==> src/rtl/fwd_scoreboard_unit_pkg.sv <==
// Shared widths and hazard classification for the EX-stage forwarding/scoreboard unit.
package fwd_scoreboard_unit_pkg;
    localparam int DATA_WIDTH     = 32;
    localparam int REG_ADDR_WIDTH = 5;
    localparam int FWD_LAT_WIDTH  = 3;
    localparam int PERF_CNT_WIDTH = 32;

    typedef enum logic [1:0] {
        HAZ_NONE     = 2'd0,
        HAZ_LOAD_USE = 2'd1,
        HAZ_BUSY     = 2'd2,
        HAZ_BOTH     = 2'd3
    } hazard_e;

    function automatic hazard_e classify_hazard(input logic load_use, input logic busy);
        return hazard_e'({busy, load_use});
    endfunction
endpackage

==> src/rtl/fwd_prio_mux.sv <==
// Single read port priority match across forwarding stages; stage 0 (youngest) wins.
module fwd_prio_mux
    import fwd_scoreboard_unit_pkg::*;
#(
    parameter int NUM_STG = 2,
    parameter int XLEN    = DATA_WIDTH,
    parameter int RA_W    = REG_ADDR_WIDTH
) (
    input  logic [RA_W-1:0]         rs_addr,
    input  logic [XLEN-1:0]         rs_data,
    input  logic [NUM_STG-1:0]      stg_wb_en,
    input  logic [NUM_STG*RA_W-1:0] stg_rd_addr,
    input  logic [NUM_STG*XLEN-1:0] stg_data,
    input  logic [NUM_STG-1:0]      stg_data_vld,
    output logic [XLEN-1:0]         fwd_data,
    output logic                    hit,
    output logic                    hit_vld
);
    // First matching stage is taken even when its data is not ready, so an older stage can never mask a load-use hazard.
    always_comb begin
        fwd_data = rs_data;
        hit      = 1'b0;
        hit_vld  = 1'b0;
        for (int j = 0; j < NUM_STG; j++) begin
            if (!hit && stg_wb_en[j] &&
                (stg_rd_addr[j*RA_W +: RA_W] != {RA_W{1'b0}}) &&
                (stg_rd_addr[j*RA_W +: RA_W] == rs_addr)) begin
                hit      = 1'b1;
                hit_vld  = stg_data_vld[j];
                fwd_data = stg_data[j*XLEN +: XLEN];
            end else begin
                hit = hit;
            end
        end
    end
endmodule

==> src/rtl/fwd_scoreboard_unit.sv <==
// EX-stage operand forwarding, load-use detection and long-latency countdown scoreboard with stall counter.
module fwd_scoreboard_unit
    import fwd_scoreboard_unit_pkg::*;
#(
    parameter int NUM_SRC = 2,
    parameter int NUM_STG = 2,
    parameter int XLEN    = DATA_WIDTH,
    parameter int RA_W    = REG_ADDR_WIDTH,
    parameter int LAT_W   = FWD_LAT_WIDTH,
    parameter int PERF_W  = PERF_CNT_WIDTH
) (
    input  logic                    clk,
    input  logic                    rst,
    input  logic [NUM_SRC-1:0]      ex_rs_valid,
    input  logic [NUM_SRC*RA_W-1:0] ex_rs_addr,
    input  logic [NUM_SRC*XLEN-1:0] ex_rs_data,
    input  logic [NUM_STG-1:0]      stg_wb_en,
    input  logic [NUM_STG*RA_W-1:0] stg_rd_addr,
    input  logic [NUM_STG*XLEN-1:0] stg_data,
    input  logic [NUM_STG-1:0]      stg_data_vld,
    input  logic                    issue_valid,
    input  logic [RA_W-1:0]         issue_rd,
    input  logic [LAT_W-1:0]        issue_lat,
    input  logic                    flush,
    input  logic                    perf_clr,
    output logic [NUM_SRC*XLEN-1:0] ex_rs_fwd,
    output logic                    stall,
    output logic [PERF_W-1:0]       perf_stall_cnt
);
    localparam int NREG = 1 << RA_W;

    logic [LAT_W-1:0]   cnt_r [NREG];
    logic [PERF_W-1:0]  perf_r;
    logic [NUM_SRC-1:0] hit_s;
    logic [NUM_SRC-1:0] hit_vld_s;
    logic               stall_s;

    for (genvar i = 0; i < NUM_SRC; i++) begin : g_port
        fwd_prio_mux #(
            .NUM_STG (NUM_STG),
            .XLEN    (XLEN),
            .RA_W    (RA_W)
        ) u_mux (
            .rs_addr      (ex_rs_addr[i*RA_W +: RA_W]),
            .rs_data      (ex_rs_data[i*XLEN +: XLEN]),
            .stg_wb_en    (stg_wb_en),
            .stg_rd_addr  (stg_rd_addr),
            .stg_data     (stg_data),
            .stg_data_vld (stg_data_vld),
            .fwd_data     (ex_rs_fwd[i*XLEN +: XLEN]),
            .hit          (hit_s[i]),
            .hit_vld      (hit_vld_s[i])
        );
    end

    // Per-register countdown; entry 0 is tied to zero so x0 is never busy.
    always_ff @(posedge clk) begin
        cnt_r[0] <= {LAT_W{1'b0}};
        for (int r = 1; r < NREG; r++) begin
            if (rst || flush) begin
                cnt_r[r] <= {LAT_W{1'b0}};
            end else if (issue_valid && (issue_rd == RA_W'(r)) && (issue_lat != {LAT_W{1'b0}})) begin
                cnt_r[r] <= issue_lat;
            end else if (cnt_r[r] != {LAT_W{1'b0}}) begin
                cnt_r[r] <= cnt_r[r] - LAT_W'(1);
            end else begin
                cnt_r[r] <= cnt_r[r];
            end
        end
    end

    // Stall is the OR of every port's load-use or scoreboard hazard.
    always_comb begin
        stall_s = 1'b0;
        for (int i = 0; i < NUM_SRC; i++) begin
            if (classify_hazard(ex_rs_valid[i] & hit_s[i] & ~hit_vld_s[i],
                                ex_rs_valid[i] & (cnt_r[ex_rs_addr[i*RA_W +: RA_W]] != {LAT_W{1'b0}}))
                != HAZ_NONE) begin
                stall_s = 1'b1;
            end else begin
                stall_s = stall_s;
            end
        end
    end

    // Saturating stall-cycle counter; clear wins over a same-cycle increment.
    always_ff @(posedge clk) begin
        if (rst || perf_clr) begin
            perf_r <= {PERF_W{1'b0}};
        end else if (stall_s && (perf_r != {PERF_W{1'b1}})) begin
            perf_r <= perf_r + PERF_W'(1);
        end else begin
            perf_r <= perf_r;
        end
    end

    assign stall          = stall_s;
    assign perf_stall_cnt = perf_r;
endmodule

==> config.mk <==
export PLATFORM = sky130hd
export DESIGN_NAME = fwd_scoreboard_unit
export DESIGN_NICKNAME = d
export VERILOG_FILES = /design/src/rtl/fwd_scoreboard_unit_pkg.sv /design/src/rtl/fwd_prio_mux.sv /design/src/rtl/fwd_scoreboard_unit.sv
export SDC_FILE = /design/constraint.sdc
export NUM_CORES = 1
export LEC_CHECK = 0
export CAP_MARGIN = 15
export CORE_MARGIN = 2
export CORE_UTILIZATION = 52
export CTS_BUF_LIST = sky130_fd_sc_hd__clkbuf_8
export DETAILED_ROUTE_END_ITERATION = 10
export GPL_TIMING_DRIVEN = 0
export PLACE_DENSITY_LB_ADDON = 0.12
export SYNTH_ARGS = -nofsm -noshare
export SYNTH_HDL_FRONTEND = slang
export SYNTH_SLANG_ARGS = --single-unit
==> constraint.sdc <==
create_clock -name clk -period 3.4 [get_ports clk]
set_clock_uncertainty 0.1 [all_clocks]
set_input_delay 0.51 -clock clk [delete_from_list [all_inputs] [get_ports clk]]
set_output_delay 0.51 -clock clk [all_outputs]
set_load 0.02 [all_outputs]
== Word-level counts from Yosys, hierarchy flattened ==
Memory sizes are Yosys's and may differ from the RTL's.
Index checks and enable logic that the tools add are counted.

* Flip-flop bits (word level): 32
* Memory bits (writable): 96
* Input bits: 167
* Output and inout bits: 97
* Logic and storage cells: 735
* Memories kept: 1

{| class="wikitable"
|+ Memory list
! name !! depth !! bits a word !! read ports !! clocked after Yosys merged registers in !! write ports !! line !! text
|-
| cnt_r || 32 || 3 || 33 || 0 || 32 || fwd_scoreboard_unit.sv:32 || <nowiki>logic [LAT_W-1:0] cnt_r [NREG];</nowiki>
|}

* Add/subtract/negate cells: 32
* Eq/ne operators: 36
* Muxes and demuxes: 450
* Bitwise gates (word level): 101
* Reductions and logical operators: 114

{| class="wikitable"
|+ Operators with widths
! kind !! count
|-
| 1-bit two-way mux || 353
|-
| 3-bit two-way mux || 93
|-
| 32-bit two-way mux || 4
|-
| 3-bit nonzero test || 34
|-
| 1-bit OR || 93
|-
| 3-bit by 1-bit subtractor with 3-bit output (second input constant) || 31
|-
| 5-bit equality test (second input constant) || 16
|-
| 1-bit logical AND || 72
|-
| 5-bit by 4-bit equality test with 1-bit output (second input constant) || 8
|-
| 32-bit by 1-bit adder with 32-bit output (second input constant) || 1
|-
| 32-bit != test (second input constant) || 1
|-
| 5-bit by 3-bit equality test with 1-bit output (second input constant) || 4
|-
| 5-bit equality test || 4
|-
| 5-bit by 2-bit equality test with 1-bit output (second input constant) || 2
|-
| 5-bit nonzero test || 2
|-
| 1-bit bitwise AND || 6
|-
| 5-bit by 1-bit equality test with 1-bit output (second input constant) || 1
|-
| 2-bit nonzero test || 2
|-
| 1-bit logical NOT || 2
|-
| 1-bit logical OR || 2
|-
| 1-bit inverter || 2
|}

== Logic depth before layout (Yosys ltp) ==
Gate-level depths: netlist (run 1).

* Depth in word-level cells: 15
* Gate-level depth with buffers: 13
* Depth with buffers taken out: 8

== By module ==
Synthesis (run 1) repeated with hierarchy kept, for this count alone.

* Cells, all modules: 1,445
* Area total of the unflattened synthesis: 11,324.6 um^2

{| class="wikitable"
|+ Modules (own cells, without submodules)
! module !! times used !! cells an instance !! area each (um^2) !! sequential area each (um^2)
|-
| fwd_scoreboard_unit || 1 || 1,067 || 8,897.3 || 3,433.3
|-
| fwd_prio_mux || 2 || 189 || 1,213.7 || 0.0
|}

== Least setup slack after synthesis (run 1) ==
OpenSTA, ideal clock, no wires.

* Path kind: input to output
* Start: in ex_rs_addr[0]
* End: out ex_rs_fwd[10]
* Arrival time: 2,420 ps
* Data required time: 2,790 ps
* Path slack: 370 ps
* Stages on the path: 9
* Path buffers: 3
* Path through: buf_6 -> buf_6 -> xor2_1 -> nor2_1 -> nand3_1 -> nor2_1 -> clkbuf_1 -> mux2i_1 -> o21ai_0

* Cells in the longest elaborated chain, start to end: 8
* Elaborated cells on any way between the ends: 10
* Classes of those cells: eq/ne (2); mux (3); reduce/logical (5)

{| class="wikitable"
|+ Ends and longest elaborated chain
! what !! line !! text
|-
| from (decl) || fwd_scoreboard_unit.sv:15 || <nowiki>input logic [NUM_SRC*RA_W-1:0] ex_rs_addr,</nowiki>
|-
| 5-bit equality test || fwd_prio_mux.sv:27 || <nowiki>(stg_rd_addr[j*RA_W +: RA_W] == rs_addr)) begin</nowiki>
|-
| 1-bit logical AND || fwd_prio_mux.sv:26 || <nowiki>(stg_rd_addr[j*RA_W +: RA_W] != {RA_W{1'b0}}) &&</nowiki>
|-
| 1-bit two-way mux || fwd_prio_mux.sv:25 || <nowiki>if (!hit && stg_wb_en[j] &&</nowiki>
|-
| 1-bit logical NOT || fwd_prio_mux.sv:25 ||
|-
| 1-bit logical AND (2 in series) || fwd_prio_mux.sv:25 ||
|-
| 1-bit logical AND || fwd_prio_mux.sv:26 ||
|-
| 32-bit two-way mux * || fwd_prio_mux.sv:25 ||
|-
| to (decl) || fwd_scoreboard_unit.sv:26 || <nowiki>output logic [NUM_SRC*XLEN-1:0] ex_rs_fwd,</nowiki>
|}

Mark *: on every way between the ends. The rest lies on a longest branch, timed or not.

== Final worst setup path (run 1) ==
* Start: in stg_rd_addr[7]
* End: out ex_rs_fwd[53]

* Cells in the longest elaborated chain, start to end: 4
* Elaborated cells on any way between the ends: 5
* Classes of those cells: eq/ne (1); mux (1); reduce/logical (3)

{| class="wikitable"
|+ Ends and longest elaborated chain
! what !! line !! text
|-
| from (decl) || fwd_scoreboard_unit.sv:18 || <nowiki>input logic [NUM_STG*RA_W-1:0] stg_rd_addr,</nowiki>
|-
| 5-bit nonzero test || fwd_prio_mux.sv:26 ||
|-
| 1-bit logical AND || fwd_prio_mux.sv:25 ||
|-
| 1-bit logical AND * || fwd_prio_mux.sv:26 ||
|-
| 32-bit two-way mux * || fwd_prio_mux.sv:25 ||
|}

Marks and branches as above.

==> reports/qor.yml, run 1 <==
clock_network:
  cts_htree_levels: 4
  cts_buffers: 17
  clock_latency_ps: 470
  cts_buffer_depth: 2
  cts_tree: "done"
  holdBufCountCts: 0
  cts.sinks: 125
  clk_pin_slew_ps: 100
  root_buffer: "clkbuf_8"
timing:
  min_period_ps: 3336
  worst_pin_slew_ps: 887.0
  maxSlewHeadroom_pct: 40.87
  rsz0062_at_grt: "false"
  setup_viol: 0
  post-route-period-util_pct: 98.12
  final_hold_viol_count: 0
  finalSetupTns_ps: 0
  drv_slew: 0
  fmax_mhz: 299.7
pwr:
  p_per_area_nw_per_um2: 497.1
  internal-power_mw: 4.130
  switching_share_pct: 40.61
  seqPwrFrac_pct: 34.4
  share_comb_of_total_power_pct: 45.3
  p_total_mw: 6.953
  leakage_nw: 5.162
  power_frac_clock_pct: 20.3
  p_switching_mw: 2.824
  ir_drop_v: 0.0004451
logic_synthesis:
  synth_top_family_by_area: "simple AND/OR/NAND/NOR gates"
  netlist.area_leader.share_pct: 26.45
  synth_xor_area_share_pct: 1.742
  syn_nets: 1532
  ys_ff_latch: 125
  synth_cells: 1302
  avgSynthCellArea_um2: 8.109
  ys_warn_count: 0
  synthTopCellsByArea: "edfxtp_1 (26%), mux2i_1 (9.1%), ha_1 (7.5%), nor2_1 (6.6%), dfxtp_1 (6.1%)"
  synthSimpleGateAreaFrac_pct: 25.43
  synth_most_common_cell: "nor2_1"
  synthFlopType: "edfxtp_1"
  synth_seq_area_share_pct: 32.52
  ys_top_cells_by_count: "nor2_1 (187), nand2_1 (110), a21oi_1 (109)"
  synth-compound-area-share_pct: 16.44
  yosys.area.top_type: "edfxtp_1"
  synth_edf_count: 93
  yosys-mux-area-fraction_pct: 10.42
  netlist_area_um2: 10560
  synthDistinctLibCells: 68
  async_reset_ff_share_pct: 0
  synth_fa_ha_area_share_pct: 7.466
final_layout:
  multiInputGateArea_um2: 6604
  nFillCells: 1631
  fin_cells: 1878
  fin_area_um2: 13990
  finalNetCount: 1822
  drive_gt1_share_pct: 10.72
  area_growth_pct: 32.50
  regArea_um2: 3433
floorplanning:
  die_w_um: 146.5
  num_rows: 52
  start_util_pct: 52.51
  coreArea_um2: 20100
  die-area_um2: 21460
  die_y_um: 146.5
  ios: 264
placement:
  dpl.cell_count: 1829
  hpwl_um: 30470
  routabilityCongestion: 0.9479
  port_buffers: 257
  place_area_um2: 13470
worst_setup_path:
  path_buf_inv: 4
  worstPathRequired_ps: 2790
  path_depth: 10
  endpoint: "ex_rs_fwd[53]"
  crit_fanout: 10
  slowest_delay_ps: 520
  cpLargestDelayFamily: "buffers and inverters"
  worstSetupStartpoint: "stg_rd_addr[7]"
  r2r-start: "cnt_r[28][0]"
  end_kind: "primary output"
  ff2ff_path_depth: 11
  slowest_stage: "clkdlybuf4s50_1"
  r2r-end: "perf_stall_cnt[1]"
  arrival_ps: 2730
  cp_cell_sequence: "clkdlybuf4s50_1 -> xor2_1 -> nor2_1 -> nand3_1 -> nor2_4 -> buf_12 -> clkbuf_8 -> mux2i_1 -> o21ai_0 -> dlygate4sd2_1"
  startpoint_type: "input pin"
  path_class: "in2out"
  r2r_slack_ps: 400
route:
  vias_per_cell: 6.088
  vias: 11430
  wl_um: 39660
  ant_nets: 0
  drc: 0
  drt_iter0_markers: 1260
  post_drt_wl_per_cell_um: 21.12
  drtPass1Iterations: 6
grt:
  grt_pass1_wl_um: 59940
  antenna_found_initial: 5
  grt_use_total_pct: 35.90
  grt_pass1_vias: 10620
  grt_max_degree: 17
  overflow: 0
job:
  cap_violations: 0
hold_path:
  hold_path_class: "reg2reg"
  min-delay-start: "perf_stall_cnt[20]"
status:
  outcome: "finished, final reports clean"
-- worst min-delay path by stage --
stage	end	slack (ps)	cells after the start
floorplan	perf_stall_cnt[28]	460	2
global placement	perf_stall_cnt[20]	380	2
finish	perf_stall_cnt[20]	410	2
global route	perf_stall_cnt[20]	430	2
CTS	perf_stall_cnt[20]	400	2
detailed placement	perf_stall_cnt[20]	390	2
-- metal layers --
layer	track usage, %	vias to the layer above	wire length [um]
met5	0	-	25
met4	15.87	4	1613
met3	9.156	121	4514
met2	57.10	719	18160
met1	46.35	5278	15350
li1	-	5312	-
-- layout by cell type (no fill, tap or decap), types with 19 or more instances in the layout --
master and n:
clkbuf_1 30, nor2b_1 34, clkbuf_8 23, o21ai_0 60
nor3_1 92, mux2i_1 95, buf_4 20, clkdlybuf4s50_1 181
a21oi_1 109, clkbuf_2 38, a211oi_1 20, nor2_1 185
nand3_1 38, buf_2 19, inv_1 74, dfxtp_1 32
or3_1 19, nand2_1 110, ha_1 63, edfxtp_1 93
-- area by class of cell --
cell class	count	area share (%)
Antenna cell	3	0.05367
Buffer	70	3.068
Clock buffer	17	1.673
Clock inverter	15	1.261
Inverter	77	2.084
Multi-Input combinational cell	1030	47.21
Sequential cell	125	24.54
Tap cell	270	2.415
Timing Repair Buffer	271	17.69
-- cells by family after synthesis --
| kind of cell | count (synthesis) |
|---|---|
| compound gates | 280 |
| xor+xnor | 21 |
| fa+ha+maj | 63 |
| buf+inv | 147 |
| flops | 125 |
| mux | 102 |
| simple gates | 564 |
-- worst min-delay path: stages, from the launching register on --
cell and delay [ps]:
dfxtp_1 350, o31ai_1 70, a21oi_1 50
-- power groups by stage --
| stage | combinational (mW) | sequential [mW] | clock, mW |
|---|---|---|---|
| 3_3_place_gp | 2.97 | 2.39 | 0 |
| 4_1_cts | 3.08 | 2.37 | 1.40 |
| 5_1_grt | 3.50 | 2.44 | 1.47 |
| 3_5_place_dp | 3.07 | 2.41 | 0 |
| 2_1_floorplan | 2.19 | 2.32 | 0 |
| 6_report | 3.15 | 2.39 | 1.41 |
-- metrics by stage --
stage          utilization, %  hold slack [ps]  setup WS, ps
2_1_floorplan               -            460.0         370.5
3_3_place_gp            66.99            382.9         -1372
3_5_place_dp            67.02            387.7         -1339
4_1_cts                 69.75            402.3        -66.82
5_1_grt                 69.58            431.7         2.233
6_report                69.58            406.7         63.87
-- state kept, by name (all words and copies together) (netlist names) --
signal	cells
cnt_r	93
perf_stall_cnt	32
-- repair_timing --
action | in CTS | in global routing
gates resized for setup | 221 | 105
setup buffers | 12 | 2
pin swaps | 6 | 7
endpoints found under the setup margin | 68 | 64
Note: power is estimated with default switching activity, not from simulation.
==> run 2: changes to the inputs <==
- CORE_UTILIZATION: 52 -> 40
- HOLD_SLACK_MARGIN: default -> 0.12
==> run 2 against run 1 <==
Worst setup slack got worse by 2.4 ps; combinational power hardly changed; register-to-register slack got worse by 30 ps; die area rose by 29%; sequential power barely moved; global-route usage fell by 7.1 points; cell area about the same; wire length grew 4.2%; largest power group unchanged; highest routed layer unchanged.
==> reports/qor.yml, run 2 (synthesis gave the netlist of run 1 again) <==
status:
  outcome: "finished, final reports clean"
final_layout:
  finalNetCount: 1817
  fin_area_um2: 14000
  final_cell_mix: "nor2_1 (185), clkdlybuf4s50_1 (183), nand2_1 (110)"
  utilization_pct: 53.86
  nFillCells: 2554
  mostFrequentLayoutCell: "nor2_1"
  area_growth_pct: 32.57
  drive_gt1_share_pct: 9.813
  largest_register_ffs: 93
  top_register: "cnt_r"
worst_setup_path:
  crit_fanout: 10
  worstPathRequired_ps: 2790
  cp_cell_sequence: "clkdlybuf4s50_1 -> or4_4 -> nor2_4 -> nor4_2 -> buf_4 -> clkbuf_2 -> o21ai_0 -> clkdlybuf4s15_1"
  startpoint_type: "input pin"
  cpLargestDelayFamily: "buffers and inverters"
  end_kind: "primary output"
  arrival_ps: 2730
  path_class: "in2out"
  slowest_stage: "or4_4"
  slowest_delay_ps: 550
  path_buf_inv: 4
grt:
  antenna_found_initial: 6
  grt_util_met2_pct: 49.43
  grt_util_met3_pct: 5.513
  grt_busiest_layer: "met2"
  grt_use_total_pct: 28.84
  grt_pass1_vias: 10480
  overflow: 0
  grt_max_degree: 17
  grt_pass1_wl_um: 62210
  grt_util_met1_pct: 37.71
route:
  drc: 0
  drtPass1Iterations: 5
  vias: 11210
  drt_iter0_markers: 1127
  vias_per_cell: 5.780
  ant_nets: 0
  post_drt_wl_per_cell_um: 21.30
  wl_um: 41320
timing:
  setup_viol: 0
  maxSlewHeadroom_pct: 45.02
  fmax_mhz: 299.5
  drv_slew: 0
  rsz0062_at_grt: "false"
  post-route-period-util_pct: 98.19
  finalSetupTns_ps: 0
  worst_pin_slew_ps: 824.7
  final_hold_viol_count: 0
  min_period_ps: 3339
placement:
  port_buffers: 257
  place_area_um2: 13560
  hpwl_um: 32290
  routabilityCongestion: 0.9686
pwr:
  leakage_nw: 5.113
  internal-power_mw: 4.146
  share_comb_of_total_power_pct: 45.2
  seqPwrFrac_pct: 34.7
  p_per_area_nw_per_um2: 493.0
  switching_share_pct: 39.91
  p_switching_mw: 2.754
  power_frac_clock_pct: 20.1
  ir_drop_v: 0.0003256
floorplanning:
  num_rows: 59
  ios: 264
  coreArea_um2: 25980
  die_w_um: 166.5
  start_util_pct: 40.63
  die_y_um: 166.5
  die-area_um2: 27710
clock_network:
  clk_pin_slew_ps: 70
  cts_buffers: 17
  clock_latency_ps: 460
  cts_buffer_depth: 2
  cts_tree: "done"
  root_buffer: "clkbuf_8"
  cts_htree_levels: 4
  cts.sinks: 125
job:
  cap_violations: 0
hold_path:
  hold_path_class: "reg2reg"
-- run 2: cell count changes in the layout (fill, tap and decap cells not counted), moves of 5 or more --
| cell | before | now |
|---|---|---|
| buf_2 | 19 | 11 |
| clkbuf_2 | 38 | 44 |
| buf_4 | 20 | 14 |
| clkdlybuf4s15_1 | 1 | 6 |
| o21ai_0 | 60 | 65 |
-- run 2: worst min-delay path: cells and delay by family (launching register included) --
kind	cells	cell delay, ps
DFF	1	330
AOI/OAI and AO/OA	2	120
-- run 2: power by group through the flow --
stage	combinational, mW	sequential (mW)	clock [mW]
finish	3.12	2.40	1.39
global route	3.50	2.44	1.46
CTS	3.10	2.39	1.40
detailed placement	3.07	2.41	0
global placement	3.01	2.40	0
floorplan	2.19	2.32	0
-- run 2: metal layers --
metal	up-vias	part of all wire (%)
met4	2	1.7
met2	521	49
met3	55	7.7
met5	-	0.031
li1	5315	-
met1	5320	41
-- run 2: cell type report --
cell class                 instances  area, um^2  area share (%)
antenna                            5       12.51         0.08940
buffer                            70       425.4           3.040
clock buffer                      19       261.5           1.868
clock inverter                    13       138.9          0.9923
inverter                          77       291.5           2.083
multi-input combinational       1030        6591           47.09
sequential                       125        3433           24.53
tap                              335       419.2           2.995
timing repair buffer             266        2422           17.31
-- run 2: worst paths after layout --
| path | start | end | slack (ps) | depth (start not counted) |
|---|---|---|---|---|
| worst max register to register | cnt_r[28][0] | perf_stall_cnt[15] | 370 | 11 |
| worst max-delay path | stg_rd_addr[2] | ex_rs_fwd[9] | 60 | 8 |
| worst min register to register | perf_stall_cnt[31] | perf_stall_cnt[31] | 400 | 2 |
| worst min-delay path | perf_stall_cnt[31] | perf_stall_cnt[31] | 400 | 2 |
-- run 2: stage by stage --
| stage | hold slack [ps] | total power [mW] | setup WS (ps) | std cells |
|---|---|---|---|---|
| CTS | 397.2 | 6.884 | 1.065 | 1934 |
| detailed placement | 385.2 | 5.485 | -1288 | 1895 |
| global route | 433.9 | 7.400 | 0.4210 | 1937 |
| floorplan | 460.0 | 4.508 | 370.5 | 1302 |
| finish | 397.8 | 6.900 | 61.49 | 1940 |
| global placement | 384.5 | 5.407 | -1504 | 1894 |
-- run 2: timing repair --
item,in CTS,in global routing
hold buffers,0,0
gates resized for setup,171,115
endpoints found under the setup margin,71,54
pin swaps,4,3
setup buffers,7,1
==> run 3: changes to the inputs <==
- CORE_UTILIZATION: 40 -> 30
==> run 3 against run 2 <==
Core utilization decreased by 12 points; count of clock-buffer cells in the layout unchanged; worst setup slack about the same; register-to-register slack got worse by 40 ps; via count decreased by 0.79%; critical path type is now reg2out; highest routed layer unchanged.
==> reports/qor.yml, run 3 (synthesis gave the netlist of run 1 again) <==
status:
  outcome: "finished, final reports clean"
job:
  cap_violations: 0
pwr:
  p_per_area_nw_per_um2: 489.8
  leakage_nw: 5.201
  p_total_mw: 7.091
  ir_drop_v: 0.0003804
final_layout:
  top_register: "cnt_r"
  nFillCells: 3597
  fin_cells: 2079
  fin_area_um2: 14480
  area_growth_pct: 37.12
  mostFrequentLayoutCell: "nor2_1"
  finalNetCount: 1826
  drive_gt1_share_pct: 10.44
  largest_register_ffs: 93
  final_cell_mix: "nor2_1 (185), clkdlybuf4s50_1 (181), nand2_1 (109), a21oi_1 (109), mux2i_1 (96)"
hold_path:
  hold_path_class: "reg2reg"
  min-delay-start: "perf_stall_cnt[12]"
  holdPathEnd: "perf_stall_cnt[12]"
  holdPathStages: 2
worst_setup_path:
  slowest_delay_ps: 440
  cp_cell_sequence: "nor3_2 -> a21oi_1 -> o2111a_1 -> a2111oi_4 -> nand3_1 -> a22o_4 -> buf_6"
  r2r-end: "perf_stall_cnt[1]"
  startpoint_type: "flop"
  r2r_slack_ps: 330
  r2r-start: "cnt_r[23][0]"
  path_class: "reg2out"
  slowest_stage: "edfxtp_1"
  arrival_ps: 2730
  crit_fanout: 3
  ff2ff_path_depth: 11
  worstPathRequired_ps: 2790
  end_kind: "primary output"
clock_network:
  holdBufCountCts: 0
  clock_latency_ps: 470
  cts_buffers: 17
  cts_buffer_depth: 2
  cts.sinks: 125
  clk_pin_slew_ps: 90
  root_buffer: "clkbuf_8"
  cts_tree: "done"
  cts_htree_levels: 4
timing:
  fmax_mhz: 299.5
  final_hold_viol_count: 0
  post-route-period-util_pct: 98.19
  min_period_ps: 3338
  drv_slew: 0
  rsz0062_at_grt: "true"
  maxSlewHeadroom_pct: 41.72
  finalSetupTns_ps: 0
  worst_pin_slew_ps: 867.5
  setup_viol: 0
placement:
  place_area_um2: 13710
  port_buffers: 257
  routabilityCongestion: 0.8744
  hpwl_um: 34650
  dpl.cell_count: 2015
grt:
  grt_util_met3_pct: 5.518
  grt_pass1_wl_um: 64540
  grt_max_degree: 17
  grt_busiest_layer: "met2"
  grt_util_met1_pct: 27.72
  antenna_found_initial: 13
  overflow: 0
  grt_use_total_pct: 23.51
  grt_util_met2_pct: 40.45
  grt_pass1_vias: 10700
route:
  wl_um: 44210
  drt_iter0_markers: 740
  vias_per_cell: 5.351
  post_drt_wl_per_cell_um: 21.27
  ant_nets: 0
  drc: 0
  drtPass1Iterations: 5
  vias: 11120
floorplanning:
  ios: 264
  num_rows: 68
  die-area_um2: 36710
  die_y_um: 191.6
  start_util_pct: 30.49
  die_w_um: 191.6
  coreArea_um2: 34630
## run 3: cell types whose count changed in the layout (fill, tap and decap cells not counted), moves of 4 or more
cell and change:
diode_2 +10, clkdlybuf4s15_2 +8, buf_2 +10, dlygate4sd2_1 +16, buf_4 +10, o21ai_2 +4
clkbuf_2 -34, nor3_1 -4
## run 3: how the worst max path moves through the flow
stage	end	depth (start not counted)	from
floorplan	ex_rs_fwd[10]	9	ex_rs_addr[0]
global placement	ex_rs_fwd[31]	8	ex_rs_addr[2]
detailed placement	ex_rs_fwd[16]	10	ex_rs_addr[1]
CTS	stall	7	cnt_r[16][0]
global route	stall	7	cnt_r[16][2]
finish	stall	7	cnt_r[23][0]
## run 3: where the power goes
| group | internal, mW | switching [mW] |
|---|---|---|
| clock network | 0.767 | 0.704 |
| registers | 2.07 | 0.347 |
| logic | 1.43 | 1.77 |
| total | 4.27 | 2.82 |
## run 3: metrics by stage
stage	hold slack (ps)	util, %	setup WS [ps]
floorplan	460.0	-	370.5
global placement	393.1	39.56	-1833
CTS	406.2	41.40	3.209
finish	406.8	41.81	61.62
detailed placement	394.2	39.60	-1566
global route	432.6	41.78	-37.88
## run 3: critical path: cells and delay by family, from the launching register on
family	cells	cell delay, ps
simple gates	2	500
flops	1	440
buf+inv	1	130
compound gates	4	1170
## run 3: timing repair
action,in CTS,in global routing
buffers inserted,9,7
gates resized for setup,269,17
endpoints found under the setup margin,68,6
gates cloned,1,0
pin swaps,8,7
## run 3: area by class of cell
class                   count  area (um^2)  area share (%)
diodes                     15        37.54          0.2593
plain buffers              70        426.7           2.947
clock buffers              19        261.5           1.806
clock inverters            13        165.2           1.141
inverters                  77        291.5           2.014
multi-input cells        1031         6708           46.34
flip-flops and latches    125         3433           23.72
well taps                 455        569.3           3.933
repair buffers            274         2584           17.85
## run 3: routing by layer
layer / wire length (um) / part of all wire [%]
met5: 12 / 0.027
met4: 1093 / 2.5
met3: 3150 / 7.1
met2: 22130 / 50
met1: 17820 / 40
